--- src/rtl/if_stage.sv ---
// Instruction-fetch stage: owns the PC, drives a 1-cycle-latency imem and
// presents a registered IF/ID word (inst, pc, pc+4, valid) to decode.
module if_stage #(
  parameter logic [31:0] PC_RESET = 32'h0000_0000,
  parameter int unsigned ADDR_W   = 14
) (
  input  logic              clk,
  input  logic              rst,
  input  logic              stall,
  input  logic              redirect,
  input  logic [31:0]       redirect_target,
  output logic [ADDR_W-1:0] imem_addr,
  input  logic [31:0]       imem_rdata,
  output logic [31:0]       inst,
  output logic [31:0]       inst_pc,
  output logic [31:0]       inst_pc4,
  output logic              inst_valid,
  output logic              misaligned
);

  localparam logic [31:0] NOP = 32'h0000_0013;

  typedef enum logic {
    FILL = 1'b0,
    RUN  = 1'b1
  } state_e;

  state_e      state_q, state_d;
  logic [31:0] fetch_pc_q, fetch_pc_d;
  logic [31:0] req_pc_q, req_pc_d;
  logic [31:0] inst_q, inst_d;
  logic [31:0] inst_pc_q, inst_pc_d;
  logic [31:0] inst_pc4_q, inst_pc4_d;
  logic        inst_valid_q, inst_valid_d;
  logic        misaligned_q, misaligned_d;

  // Re-request the in-flight word while decode is stalled so it is still there on release.
  always_comb begin
    if (state_q == RUN && stall) begin
      imem_addr = req_pc_q[ADDR_W+1:2];
    end else begin
      imem_addr = fetch_pc_q[ADDR_W+1:2];
    end
  end

  // Next-state and IF/ID payload; redirect overrides stall in every state.
  always_comb begin
    state_d      = state_q;
    fetch_pc_d   = fetch_pc_q;
    req_pc_d     = req_pc_q;
    inst_d       = inst_q;
    inst_pc_d    = inst_pc_q;
    inst_pc4_d   = inst_pc4_q;
    inst_valid_d = inst_valid_q;
    misaligned_d = 1'b0;

    if (redirect) begin
      fetch_pc_d   = {redirect_target[31:2], 2'b00};
      state_d      = FILL;
      inst_valid_d = 1'b0;
      inst_d       = NOP;
      misaligned_d = |redirect_target[1:0];
    end else if (!stall) begin
      case (state_q)
        FILL: begin
          req_pc_d     = fetch_pc_q;
          fetch_pc_d   = fetch_pc_q + 32'd4;
          inst_valid_d = 1'b0;
          state_d      = RUN;
        end
        RUN: begin
          inst_d       = imem_rdata;
          inst_pc_d    = req_pc_q;
          inst_pc4_d   = req_pc_q + 32'd4;
          inst_valid_d = 1'b1;
          req_pc_d     = fetch_pc_q;
          fetch_pc_d   = fetch_pc_q + 32'd4;
        end
        default: begin
          state_d = FILL;
        end
      endcase
    end
  end

  // State register with synchronous reset taking priority over stall and redirect.
  always_ff @(posedge clk) begin
    if (rst) begin
      state_q      <= FILL;
      fetch_pc_q   <= PC_RESET;
      req_pc_q     <= PC_RESET;
      inst_q       <= NOP;
      inst_pc_q    <= 32'h0;
      inst_pc4_q   <= 32'h0;
      inst_valid_q <= 1'b0;
      misaligned_q <= 1'b0;
    end else begin
      state_q      <= state_d;
      fetch_pc_q   <= fetch_pc_d;
      req_pc_q     <= req_pc_d;
      inst_q       <= inst_d;
      inst_pc_q    <= inst_pc_d;
      inst_pc4_q   <= inst_pc4_d;
      inst_valid_q <= inst_valid_d;
      misaligned_q <= misaligned_d;
    end
  end

  assign inst       = inst_q;
  assign inst_pc    = inst_pc_q;
  assign inst_pc4   = inst_pc4_q;
  assign inst_valid = inst_valid_q;
  assign misaligned = misaligned_q;

endmodule

--- config.mk ---
export PLATFORM = sky130hd
export DESIGN_NAME = if_stage
export DESIGN_NICKNAME = d
export VERILOG_FILES = /design/src/rtl/if_stage.sv
export SDC_FILE = /design/constraint.sdc
export NUM_CORES = 1
export LEC_CHECK = 0
export BUFFER_PORTS_ARGS = -buffer_cell sky130_fd_sc_hd__buf_2
export CORE_ASPECT_RATIO = 0.7
export CORE_MARGIN = 5
export CORE_UTILIZATION = 54
export DETAILED_ROUTE_END_ITERATION = 7
export HOLD_SLACK_MARGIN = 0.06
export PLACE_DENSITY_LB_ADDON = 0.15
export SETUP_SLACK_MARGIN = 0.02
export SYNTH_ARGS = -nofsm -noshare
export SYNTH_HDL_FRONTEND = slang
export SYNTH_SLANG_ARGS = --single-unit
--- constraint.sdc ---
create_clock -name clk -period 5.62 [get_ports clk]
set_clock_uncertainty 0.05 [all_clocks]
set_input_delay 1.124 -clock clk [delete_from_list [all_inputs] [get_ports clk]]
set_output_delay 1.124 -clock clk [all_outputs]
set_load 0.02 [all_outputs]
# After elaboration in Yosys (flattened, before gate mapping)
# Cells that the tools add are included.
# op_classes
add_sub_neg	2
n_eq_ne	1
muxes	4
n_bitwise	3
reduce_logical	7
# op_table
cell	n
$add A32 B3 Y32 const B	2
$mux W32	2
$mux W14	1
$reduce_or A2 Y1	3
$reduce_and A2 Y1	2
$not A1 Y1	3
$reduce_and A3 Y1	1
$ne A2 B1 Y1 const B	1
$pmux W1 S2	1
$logic_and A1 B1 Y1	1
# word_totals
regBits	163
inputBits	68
output_inout_bits	112
word_cells	26

# Depth between registers and ports, before layout
# depth
ltp_word	3
ltp_mapped	6
ltp_nobuf	5

# Least setup slack after synthesis
# Ideal clock, no wire load.
# synth_timing
kind	input -> output
start	input stall
end	output imem_addr[11]
t_arrival_ns	2.384
required_ns	4.446
setup_slack_ns	2.062
cell_stages	4
path_buffers	2
cell_sequence	clkbuf_1 nand2_1 clkbuf_1 o21ai_0
# synth_via
elab_chain_len	2
# synth_lines
element	line	text
start: declaration	9	input logic stall,
$logic_and A1 B1 Y1	39	if (state_q == RUN && stall) begin
$mux W14	39	
end: declaration	12	output logic [ADDR_W-1:0] imem_addr,
# No other way between the ends.

# Worst setup path after layout
# layout_timing
start	input stall
end	output imem_addr[13]
# Same word-level chain as after synthesis.

==> flow_summary.json <==
{
  "status": "finished clean",
  "arrival_ps": 2470,
  "postCtsHoldBufs": 0,
  "synth_area_leader_cell": "dfxtp_1",
  "synth_edf_count": 0,
  "drt_iter0_markers": 488,
  "pin_count": 180,
  "grtUsageMet3": 0.05669,
  "grt_usage": 0.2481,
  "ctsResizeCount": 0,
  "rsz0062_at_grt": "false",
  "cts.reportedPaths.clkPinSlew_ps": 60,
  "start_util": 0.5543,
  "grt_pass1_vias": 6167,
  "cts-root-buf": "clkbuf_16",
  "syn_area_um2": 6933,
  "synth_ff_type": "dfxtp_1",
  "finalCriticalPeriod_ps": 3647,
  "fillers": 1175,
  "final-hold-violation-count": 0,
  "cp.required_ps": 4450,
  "yosysMostFrequentCell": "nand2_1",
  "netlist_top_cells_count": "nand2_1, dfxtp_1, a21oi_1, clkbuf_1, nor2_1",
  "fin_util": 0.6688,
  "grt_pass1_wl_mm": 31.87,
  "layout-drive-gt1-share": 0.2304,
  "p_int_w": 0.001937,
  "antenna_cells": 0,
  "crit_fanout": 18,
  "startpoint_type": "primary input",
  "synth_top_area_share": 0.4476,
  "slew_headroom": 0.1832,
  "grt_max_degree": 86,
  "finalMaxSlewViolations": 0,
  "finalWirelength_mm": 19.07,
  "dr.pass1.iters": 5,
  "period_share": 0.6489,
  "slowest_stage": "nand2_1",
  "die_x_um": 145.4,
  "cts_tree": "yes",
  "antenna_found_initial": 0,
  "power_density_nw_per_um2": 304.7,
  "dieArea_um2": 15240,
  "p_seq_frac": 0.461,
  "use_met2": 0.3720,
  "p_leak_nw": 3.184,
  "finalHoldWorstSlack_ps": 399.4,
  "h-tree-depth": 4,
  "grtUsageMet1": 0.3633,
  "core_um2": 12510,
  "cts.path.max_buffers": 2,
  "synth.avg_cell_area_um2": 7.887,
  "p_comb_frac": 0.069,
  "p_sw_frac": 0.2398,
  "ant_nets": 0,
  "drc_errors": 0,
  "io_buffers": 175,
  "fin_ws_ps": 1973,
  "critPathCaptureType": "output port",
  "synthCells": 879,
  "setup_viol": 0,
  "die-height_um": 104.8,
  "peakVddDrop_mv": 0.2805,
  "setup_tns_ps": 0,
  "crit_family": "buffers and inverters",
  "yosys_register_bits": 155,
  "nets": 1077,
  "worst_pin_slew_ps": 1224,
  "core.rowCount": 34,
  "dp_slack_ps": 1998,
  "fmax_mhz": 274.2,
  "gp_congestion": 0.8819,
  "top_usage_layer": "met2",
  "synthArstFlopShare": 0,
  "pwr-share-clk": 0.470,
  "wire_per_inst_um": 16.13,
  "hp-class": "flop to flop",
  "ys_warn_count": 0,
  "grt_overflow": 0,
  "crit_buf_inv": 2,
  "slowest_delay_ps": 460,
  "crit_chain": "buf_2 > nand2_1 > o21ai_0 > buf_2",
  "ys_seq_area_frac": 0.4476,
  "vias": 6791,
  "maxCapViolCount": 0,
  "area_growth_pct": 20.65,
  "p_sw_w": 0.0006111,
  "path_common_cell": "buf_2",
  "cts_buffers": 17,
  "worst_skew_pair.late_latency_ps": 420,
  "synth_area_leaders": "dfxtp_1, nand2_1, a21oi_1, clkbuf_1, a211oi_1",
  "via_per_inst": 5.745,
  "crit_type": "primary input to output port",
  "cts_setup_buffers": 0,
  "synth_cell_types": 57,
  "cts_sinks": 155,
  "place_hpwl_mm": 12.91
}
==> logic make-up (layout without fill, tap and decap cells) <==
kind of cell,count (synthesis),after routing,share of synthesized area
AND/OR/NAND/NOR,409,409,0.2803
flip-flops,155,155,0.4476
AO/OA/AOI/OAI,191,191,0.1689
adder cells (fa/ha/maj),2,2,0.003609
other,1,4,0.0005409
XOR/XNOR,22,22,0.02779
buffers and inverters,88,226,0.05360
multiplexers,11,11,0.01769
==> sequential cells by signal, indices dropped and copies added (netlist names) <==
signal and cells:
inst 32, fetch_pc_q 30, inst_pc4 30, req_pc_q 30, inst_pc 30, state_q 1, misaligned 1, inst_valid 1
==> final timing paths <==
path | depth (start not counted) | to | startpoint | slack, ps
setup / recovery | 4 | imem_addr[13] | stall | 1970
hold / removal | 2 | inst_pc[10]$_SDFFE_PP0P_ | inst_pc[10]$_SDFFE_PP0P_ | 400
setup reg to reg | 5 | inst_pc4[22]$_SDFFE_PP0P_ | req_pc_q[2]$_SDFFE_PP0P_ | 3020
hold reg to reg | 2 | inst_pc[10]$_SDFFE_PP0P_ | inst_pc[10]$_SDFFE_PP0P_ | 400
==> cells in the final DEF, fill, tap and decap left out, types with 4 or more instances in the layout <==
| cell | count |
|---|---|
| a211oi_1 | 25 |
| a21oi_1 | 99 |
| a311oi_1 | 13 |
| a31oi_1 | 7 |
| and3_1 | 5 |
| and4_1 | 8 |
| buf_2 | 174 |
| buf_4 | 7 |
| bufinv_16 | 4 |
| clkbuf_16 | 17 |
| clkinv_2 | 5 |
| conb_1 | 4 |
| dfxtp_1 | 155 |
| inv_1 | 13 |
| mux2_2 | 10 |
| nand2_1 | 221 |
| nand3_1 | 28 |
| nand4_1 | 16 |
| nor2_1 | 49 |
| nor3_1 | 10 |
| nor3b_1 | 5 |
| nor4_1 | 22 |
| o211ai_1 | 5 |
| o21ai_0 | 17 |
| o21bai_1 | 4 |
| o31ai_1 | 6 |
| or3_1 | 8 |
| or4_1 | 11 |
| xnor2_1 | 17 |
| xor2_1 | 5 |
==> worst register-to-register path, stage by stage (launching register included) <==
cell and delay [ps]:
dfxtp_1 550, ha_1 270, nand3_1 210, or4_4 690
or4_1 490, a311oi_1 250
==> power groups by stage <==
stage	Combinational, W	Sequential, W	Clock [W]
finish	0.000175	0.00118	0.00120
global route	0.000195	0.00118	0.00126
CTS	0.000175	0.00117	0.00121
detailed placement	0.000174	0.00120	0
global placement	0.000172	0.00120	0
floorplan	0.000118	0.00119	0
==> final cells by class <==
type	instances	area [um^2]	share of cell area
Multi-Input combinational cell	639	3480	0.4160
Sequential cell	155	3103	0.3710
Timing Repair Buffer	181	923.4	0.1104
Clock buffer	20	436.7	0.05221
Tap cell	162	202.7	0.02423
Clock inverter	12	170.2	0.02034
Inverter	13	48.80	0.005834
==> metal layers <==
metal / up-vias / part of all wire
met1: 3160 / 0.47
met5: - / 0
met4: 0 / 0.0088
li1: 3340 / -
met2: 275 / 0.45
met3: 16 / 0.078
==> through the flow <==
step	std cells	total power, W	area [um^2]
CTS	1182	0.002559	8364
finish	1182	0.002548	8364
global placement	1150	0.001370	7757
global route	1182	0.002635	8364
detailed placement	1150	0.001372	7757
floorplan	882	0.001305	6944
Power figures use the tool's default switching activity.
